==> config.mk <==
export PLATFORM = sky130hd
export DESIGN_NAME = dff_input_conditioner
export DESIGN_NICKNAME = d
export VERILOG_FILES = /design/src/rtl/dff_input_conditioner.sv
export SDC_FILE = /design/constraint.sdc
export NUM_CORES = 1
export LEC_CHECK = 0
export CAP_MARGIN = 20
export CORE_AREA = 2 2 39 41
export DETAILED_ROUTE_END_ITERATION = 10
export DIE_AREA = 0 0 41 43
export PLACE_DENSITY = 0.55
export RECOVER_POWER = 25
export SETUP_SLACK_MARGIN = 0.02
export SKIP_LAST_GASP = 1
export SYNTH_ARGS = -nofsm -noshare
export SYNTH_HDL_FRONTEND = slang
export SYNTH_SLANG_ARGS = --single-unit
==> constraint.sdc <==
create_clock -name CLK -period 1.8 [get_ports CLK]
set_input_delay 0.27 -clock CLK [delete_from_list [all_inputs] [get_ports CLK]]
set_output_delay 0.27 -clock CLK [all_outputs]
set_load 0.05 [all_outputs]
==> src/rtl/dff_input_conditioner.sv <==
// dff_input_conditioner
// Turns a raw asynchronous level (switch, button, external pin) into a clean,
// clock-synchronous level with single-cycle rise/fall pulses, ready to drive
// the D input of the downstream DFF stage.
//
// Pipeline: SYNC_STAGES-deep synchronizer -> debounce counter FSM -> registered
// level (Q), its registered complement (invQ) and registered edge pulses.
// A change on the synchronized input is accepted only after it has disagreed
// with Q for DEBOUNCE_CYCLES consecutive cycles; any return to Q's value
// discards the partial count. The counter never wraps because it is cleared
// on acceptance, before it could exceed DEBOUNCE_CYCLES-1.
//
// Legal parameters: SYNC_STAGES in 2..4, DEBOUNCE_CYCLES >= 1.
module dff_input_conditioner #(
   parameter int SYNC_STAGES     = 2,
   parameter int DEBOUNCE_CYCLES = 10
) (
   input  logic CLK,
   input  logic RST,
   input  logic D_in,
   output logic Q,
   output logic invQ,
   output logic rise,
   output logic fall
);

   localparam int              CNT_W    = $clog2(DEBOUNCE_CYCLES + 1);
   localparam logic [CNT_W-1:0] CNT_ONE  = CNT_W'(1);
   localparam logic [CNT_W-1:0] CNT_LAST = CNT_W'(DEBOUNCE_CYCLES - 1);
   localparam bit              SINGLE   = (DEBOUNCE_CYCLES == 1);

   typedef enum logic {
      IDLE  = 1'b0,
      COUNT = 1'b1
   } state_t;

   state_t                 state_q, state_d;
   logic [SYNC_STAGES-1:0] sync_q,  sync_d;
   logic [CNT_W-1:0]       cnt_q,   cnt_d;
   logic                   level_q, level_d;
   logic                   inv_q,   inv_d;
   logic                   rise_q,  rise_d;
   logic                   fall_q,  fall_d;

   logic s_out;
   logic mismatch;
   logic toggle;

   // Synchronizer shift: only the last stage is ever looked at, so any X or
   // metastability on D_in stays inside the chain.
   always_comb begin
      sync_d = {sync_q[SYNC_STAGES-2:0], D_in};
   end

   assign s_out    = sync_q[SYNC_STAGES-1];
   assign mismatch = (s_out != level_q);

   // All state on the rising clock edge; reset forces a quiet, Q=0 condition
   // so no pulse can appear during reset or on its release.
   always_ff @(posedge CLK or posedge RST) begin
      if (RST) begin
         sync_q  <= '0;
         state_q <= IDLE;
         cnt_q   <= '0;
         level_q <= 1'b0;
         inv_q   <= 1'b1;
         rise_q  <= 1'b0;
         fall_q  <= 1'b0;
      end else begin
         sync_q  <= sync_d;
         state_q <= state_d;
         cnt_q   <= cnt_d;
         level_q <= level_d;
         inv_q   <= inv_d;
         rise_q  <= rise_d;
         fall_q  <= fall_d;
      end
   end

   // Next-state: leave IDLE on a disagreement (unless a single cycle is enough
   // to accept), fall back to IDLE on a bounce or once the change is accepted.
   always_comb begin
      state_d = state_q;
      unique case (state_q)
         IDLE: begin
            if (mismatch && !SINGLE) begin
               state_d = COUNT;
            end
         end
         COUNT: begin
            if (!mismatch || (cnt_q == CNT_LAST)) begin
               state_d = IDLE;
            end
         end
         default: state_d = IDLE;
      endcase
   end

   // Counter and output logic: count consecutive disagreeing cycles, flip Q
   // when the run is long enough, and derive the edge pulses from the flip.
   always_comb begin
      cnt_d  = '0;
      toggle = 1'b0;
      unique case (state_q)
         IDLE: begin
            if (mismatch) begin
               if (SINGLE) begin
                  toggle = 1'b1;
               end else begin
                  cnt_d = CNT_ONE;
               end
            end
         end
         COUNT: begin
            if (mismatch) begin
               if (cnt_q == CNT_LAST) begin
                  toggle = 1'b1;
               end else begin
                  cnt_d = cnt_q + CNT_ONE;
               end
            end
         end
         default: begin
            cnt_d  = '0;
            toggle = 1'b0;
         end
      endcase
      level_d = level_q ^ toggle;
      inv_d   = ~(level_q ^ toggle);
      rise_d  = toggle & ~level_q;
      fall_d  = toggle & level_q;
   end

   assign Q    = level_q;
   assign invQ = inv_q;
   assign rise = rise_q;
   assign fall = fall_q;

endmodule
# --- After elaboration in Yosys (flattened, before gate mapping) ---
# Index checks and enable logic that the tools add are counted.
word_totals:
  reg_bits: 11
  latchBits: 0
  mem_bits_rw: 0
  mem_bits_ro: 0
  in_bits: 3
  output_inout_bits: 4
  wordCells: 28
  memories: 0
op_classes:
  add_sub_neg: 1
  multipliers: 0
  div: 0
  magnitude_cmp: 0
  eq_ne: 2
  n_shift: 0
  mux: 10
  bitwise_logic: 6
  reduce_logical: 2
ops:
  columns: ["operator", "count"]
  rows:
  - ["$mux W4", 2]
  - ["$pmux W4 S2", 1]
  - ["$mux W1", 6]
  - ["$add A4 B1 Y4 const B", 1]
  - ["$eq A4 B4 Y1 const B", 1]
  - ["$not A1 Y1", 3]
  - ["$and A1 B1 Y1", 2]
  - ["$pmux W1 S2", 1]
  - ["$logic_not A1 Y1", 1]
  - ["$logic_or A1 B1 Y1", 1]
  - ["$ne A1 B1 Y1", 1]
  - ["$xor A1 B1 Y1", 1]

# --- Longest topological paths before layout ---
# Gate-level depths: netlist (run 1).
depth:
  depth_word: 6
  mapped_depth: 5
  mapped_depth_nobuf: 5

# --- Worst setup path before layout (run 1) ---
# No wires, ideal clock.
synth_timing:
  path_kind: "flip-flop to flip-flop"
  start: "register level_q (netlist: Q)"
  end: "register rise_q (netlist: rise)"
  t_arrival_ns: 1.277
  required_time_ns: 1.680
  path_slack_ns: 0.403
  stages_incl_launch_ff: 4
  synth_period_minus_slack_ns: 1.397
  cell_sequence: "dfrtp_1 xor2_2 and3_4 and2b_2"
synth_via:
  elab_chain_len: 4
  elab_cells_between_ends: 5
  classes_between: "eq/ne (1); mux (2); bitwise (2)"
synth_rtl:
  columns: ["element", "line", "source"]
  rows:
  - ["from (decl)", "40", "logic level_q, level_d;"]
  - ["from (signal assigned)", "73", "level_q <= level_d;"]
  - ["$ne A1 B1 Y1", "56", "assign mismatch = (s_out != level_q);"]
  - ["$mux W1", "115", "if (mismatch) begin"]
  - ["$mux W1", "104", "unique case (state_q)"]
  - ["$and A1 B1 Y1 (*)", "130", "rise_d = toggle & ~level_q;"]
  - ["via rise_d", "42", "logic rise_q, rise_d;"]
  - ["to (signal assigned)", "75", "rise_q <= rise_d;"]
  - ["to (decl)", "42", null]
# Mark *: on every way through the listed nets, which the timed path passes. The rest lies on a longest branch.

# --- Worst setup path in the final report (run 1) ---
layout_timing:
  start: "register rise_q (netlist: rise)"
  end: "output rise"
layout_lines:
  columns: ["element", "line", "source"]
  rows:
  - ["to (decl)", "23", "output logic rise,"]
# No word-level cell between the ends.

==> results.tsv, run 1 <==
metric	value	unit
outcome	finished, final reports clean	
syn_area	440	µm²
finalHoldWorstSlack	368	ps
synth_compound_area_share	2.84	%
crit_buf_inv	1	
drc_errors	0	
powerDensity	811	nW/µm²
multi_input_area	156	µm²
setup_ws	151	ps
mostFrequentLayoutCells	10 x dfrtp_1, 3 x nor2_1, 3 x clkbuf_4	
vias	238	
ys_seq_elements	11	
cp.arrival	1380	ps
area_delta_synth_final	23.3	%
mostFrequentLayoutCell	dfrtp_1	
grt_max_degree	12	
critPathLaunch	rise$_DFF_PP0_	
worst-path-stages	1	
wl_per_cell	10.6	µm
setup_violations	0	
portBuffers	6	
post_drt_via_cell_ratio	4.10	
yosys.area.top_type	dfrtp_1	
synthCells	32	
fillers	119	
syn_avg_cell_area	13.8	µm²
first_pass_iters	2	
setup-tns-final	0	ps
fin_crit_sh	91.6	%
synth_top_family_by_area	simple AND/OR/NAND/NOR gates	
synth-adder-area-share	5.68	%
grt_pass1_wl	1190	µm
ir_drop	0.000395	V
htreeDepth	1	
period_minus_slack	1650	ps
critPathMaxStageDelay	790	ps
regToRegSetupSlack	470	ps
max_cap_violations	0	
die_w	41	µm
start_util	31.8	%
cts.path.max_buffers	2	
crit_end	rise	
rr_endpoint	rise$_DFF_PP0_	
netlist_top_cells_area	dfrtp_1 57%, dfstp_2 6.0%, ha_1 5.7%	
nets	48	
synth_fp_nets	37	
ios	7	
drt_iter0_markers	2	
holdCritPathClass	register to register	
fin_skew	0.676	ps
ff2ff_path_depth	4	
crit_fanout	1	
row_count	14	
netlist.area_leader.share	56.8	%
tightest_slew	491	ps
leakage	0.259	nW
die_y	43	µm
antenna_left	0	
crit_type	register to output pin	
muxShareOfSynthArea	0	%
synth-xor-area-share	11.6	%
grt-ovfl-total	0	
cts_setup_buffers	0	
relSlewSlack	67.2	%
rsz0062_at_grt	false	
synth_cell_types	16	
drv_slew	0	
hold_violations	0	
diodes	0	
cts_buffers	3	
max_clock_freq	606	MHz
synthSimpleGateAreaFrac	15.3	%
wirelength	616	µm
hpwl	463	µm
core_area	1380	µm²
pre_cts_slack	430	ps
globalplace.congestion	0.679	
cts.clk_slew.worst_paths	70	ps
die_area	1760	µm²
critPathLaunchType	register	
ys_warn_count	0	
path_cells	clkdlybuf4s50_1	
cp_slowest_cell	clkdlybuf4s50_1	
cp-end-kind	output pin	
cp.required	1530	ps
cts_sinks	11	
cts_root_buf	clkbuf_4	
grt_use_total	10.8	%
ys_seq_area_share	62.8	%
tritoncts	yes	
cts_resized	0	
r2r_start	cnt_q[0]$_DFF_PP0_	
crit_family	buffers and inverters	
grt_antenna_before_repair	0	
drive_above_1_share	28.6	%
clk_latency	260	ps
grt_pass1_vias	288	
ctsHoldBuffers	0	
regArea	277	µm²
registers in the layout, summed over array words and instances, names as in the netlist:
| name | count |
|---|---|
| rise | 1 |
| fall | 1 |
| invQ | 1 |
| state_q | 1 |
| cnt_q | 4 |
| Q | 1 |
| sync_q | 2 |
layer usage:
layer	global-route usage [%]	share of wire, %	vias up
li1	-	-	121
met1	13.6	42	110
met2	14.1	53	5
met3	3.14	4.2	2
met4	10.0	1.1	0
met5	0	0	-
report_power, final:
| group | switching [mW] | internal (mW) | leakage [nW] |
|---|---|---|---|
| sequential | 0.00527 | 0.254 | 0.141 |
| clock | 0.0804 | 0.0822 | 0.0177 |
| combinational | 0.0100 | 0.00868 | 0.101 |
| total | 0.0957 | 0.345 | 0.259 |
worst min path at each step:
stage                                    from                   to  slack, ps  cells past startpoint
after detailed placement  sync_q[0]$_DFF_PP0_  sync_q[1]$_DFF_PP0_        340                      0
final                     sync_q[0]$_DFF_PP0_  sync_q[1]$_DFF_PP0_        370                      0
after CTS                                 RST  sync_q[0]$_DFF_PP0_        280                      2
after global routing      sync_q[0]$_DFF_PP0_  sync_q[1]$_DFF_PP0_        380                      0
after floorplan                           RST          Q$_DFF_PP0_        120                      1
after global placement    sync_q[0]$_DFF_PP0_  sync_q[1]$_DFF_PP0_        340                      0
per-stage QoR:
| stage | instance area, µm² | utilization [%] | power, mW | cells |
|---|---|---|---|---|
| after floorplan | 440 | - | 0.275 | 32 |
| after global placement | 515 | 37.3 | 0.282 | 54 |
| after detailed placement | 515 | 37.3 | 0.284 | 54 |
| after CTS | 543 | 39.2 | 0.453 | 58 |
| after global routing | 543 | 39.2 | 0.471 | 58 |
| final | 543 | 39.2 | 0.440 | 58 |
cell type report:
cell class,instances,area share [%]
Clock buffer,3,4.15
Clock inverter,1,0.922
Inverter,2,1.38
Multi-Input combinational cell,19,28.8
Sequential cell,11,50.9
Tap cell,16,3.69
Timing Repair Buffer,6,10.1
cells by family after synthesis:
kind of cell    Yosys count
xor+xnor                  5
fa+ha+maj                 2
compound gates            2
buf+inv                   2
simple gates             10
flops                    11
Yosys cell counts (all sizes together):
cell and number:
a21boi 1, xor2 3, dfstp 1, and3 1
o21ai 1, nand3b 1, ha 2, and2b 1
inv 2, nand3 1, xnor2 2, dfrtp 10
nor2 3, and3b 1, and2 2
Power figures use the tool's default switching activity.
==> run 2, diff against run 1 <==
Settings changed: PLACE_DENSITY 0.55 to unset, PLACE_DENSITY_LB_ADDON set to 0.2.
==> run 2 against run 1 <==
Compared with the run above: flip-flop and latch count unchanged; power about the same; largest cell class unchanged; die area unchanged.
==> results.tsv, run 2 (synthesis results as in run 1) <==
metric	value	unit	change
cts_sinks	11		unchanged
regMostFlops	cnt_q		unchanged
power	0.440	mW	about the same
crit_family	buffers and inverters		unchanged
cts_root_buf	clkbuf_4		unchanged
crit_fanout	1		unchanged
wirelength	644	µm	was 616 µm
grt_antenna_before_repair	0		unchanged
vias	248		was 238
drive_above_1_share	26.2	%	was 28.6%
relSlewSlack	67.4	%	was 67.2%
max_cap_violations	0		unchanged
htreeDepth	1		unchanged
crit_type	register to output pin		unchanged
start_util	31.8	%	unchanged
regToRegSetupSlack	480	ps	was 470 ps
core_area	1380	µm²	unchanged
cts_setup_buffers	0		unchanged
period_minus_slack	1650	ps	about the same
holdCritStartpoint	sync_q[0]$_DFF_PP0_		unchanged
critPathMaxStageDelay	790	ps	about the same
cp-end-kind	output pin		unchanged
die_w	41	µm	unchanged
mostFrequentLayoutCell	dfrtp_1		unchanged
cp.required	1530	ps	about the same
use_met2	14.4	%	was 14.1%
grt_max_degree	12		unchanged
hold_violations	0		unchanged
mostFrequentLayoutCells	10 x dfrtp_1, 3 x nor2_1, 3 x clkbuf_4		unchanged
r2r_start	cnt_q[0]$_DFF_PP0_		unchanged
cts_resized	0		unchanged
critPathLaunchType	register		unchanged
grtUsageMet3	3.14	%	unchanged
critPathLaunch	rise$_DFF_PP0_		unchanged
outcome	finished, final reports clean		unchanged
fin_skew	0.380	ps	was 0.676 ps
powerDensity	813	nW/µm²	was 811 nW/µm²
rr_endpoint	rise$_DFF_PP0_		unchanged
largest_register_ffs	4		unchanged
crit_buf_inv	1		unchanged
die_area	1760	µm²	unchanged
nets	48		unchanged
antenna_left	0		unchanged
leakage	0.257	nW	was 0.259 nW
whs_endpoint	sync_q[1]$_DFF_PP0_		unchanged
wl_per_cell	11.1	µm	was 10.6 µm
row_count	14		unchanged
post_drt_via_cell_ratio	4.28		was 4.10
grt_use_total	11.2	%	was 10.8%
max_clock_freq	607	MHz	was 606 MHz
fillers	138		was 119
ff2ff_path_depth	4		unchanged
setup-tns-final	0	ps	unchanged
drv_slew	0		unchanged
first_pass_iters	2		unchanged
tritoncts	yes		unchanged
whs_path_depth	0		unchanged
use_met1	14.7	%	was 13.6%
drc_errors	0		unchanged
ios	7		unchanged
portBuffers	6		unchanged
cp.arrival	1380	ps	about the same
tightest_slew	487	ps	was 491 ps
setup_violations	0		unchanged
busiest_layer	met1		was met2
cts_buffers	3		unchanged
reg.largest.list	cnt_q (4), sync_q (2)		unchanged
rsz0062_at_grt	false		unchanged
cts.clk_slew.worst_paths	70	ps	about the same
ir_drop	0.000349	V	was 0.000395 V
path_cells	clkdlybuf4s50_1		unchanged
area_delta_synth_final	23.0	%	was 23.3%
clk_latency	260	ps	about the same
cp_slowest_cell	clkdlybuf4s50_1		unchanged
grt_pass1_wl	1230	µm	was 1190 µm
die_y	43	µm	unchanged
holdCritPathClass	register to register		unchanged
globalplace.congestion	0.667		was 0.679
grt-ovfl-total	0		unchanged
grt_pass1_vias	279		was 288
drt_iter0_markers	1		was 2
ctsHoldBuffers	0		unchanged
cts.path.max_buffers	2		unchanged
fin_crit_sh	91.6	%	about the same
diodes	0		unchanged
## run 2: changes by cell type in the layout (fill, tap and decap cells not counted)
cell,change
clkbuf_1,+1
clkinv_2,-1
## run 2: stage by stage
stage                     hold slack (ps)  std cells  worst slack [ps]  utilization (%)  cell area (µm²)
after floorplan                       122         32               403                -              440
after global placement                343         54               438             37.3              515
after detailed placement              336         54               424             37.3              515
after CTS                             307         58               134             39.2              542
after global routing                  381         58               106             39.2              542
final                                 360         58               151             39.2              542
## run 2: power by group
| group | internal [mW] | switching (mW) | leakage [nW] |
|---|---|---|---|
| combinational | 0.00886 | 0.0106 | 0.101 |
| sequential | 0.254 | 0.00552 | 0.141 |
| clock | 0.0856 | 0.0760 | 0.0150 |
## run 2: layout make-up
cell class	instances	area (µm²)	share of cell area (%)
tap	16	20.0	3.70
inverter	2	7.51	1.39
sequential	11	277	51.0
multi-input combinational	19	156	28.9
clock buffer	4	26.3	4.85
timing repair buffer	6	55.1	10.2
## run 2: how the worst max path moves through the flow
stage	end	slack, ps	cells after the start
3_3_place_gp	fall	440	1
5_1_grt	fall	110	1
4_1_cts	rise	130	1
6_report	rise	150	1
3_5_place_dp	rise	420	1
2_1_floorplan	rise$_DFF_PP0_	400	3
## run 2: layer usage
layer / up-vias / part of all wire [%]
li1: 121 / -
met1: 119 / 46
met2: 6 / 47
met3: 2 / 5.7
met4: 0 / 1.2
met5: - / 0
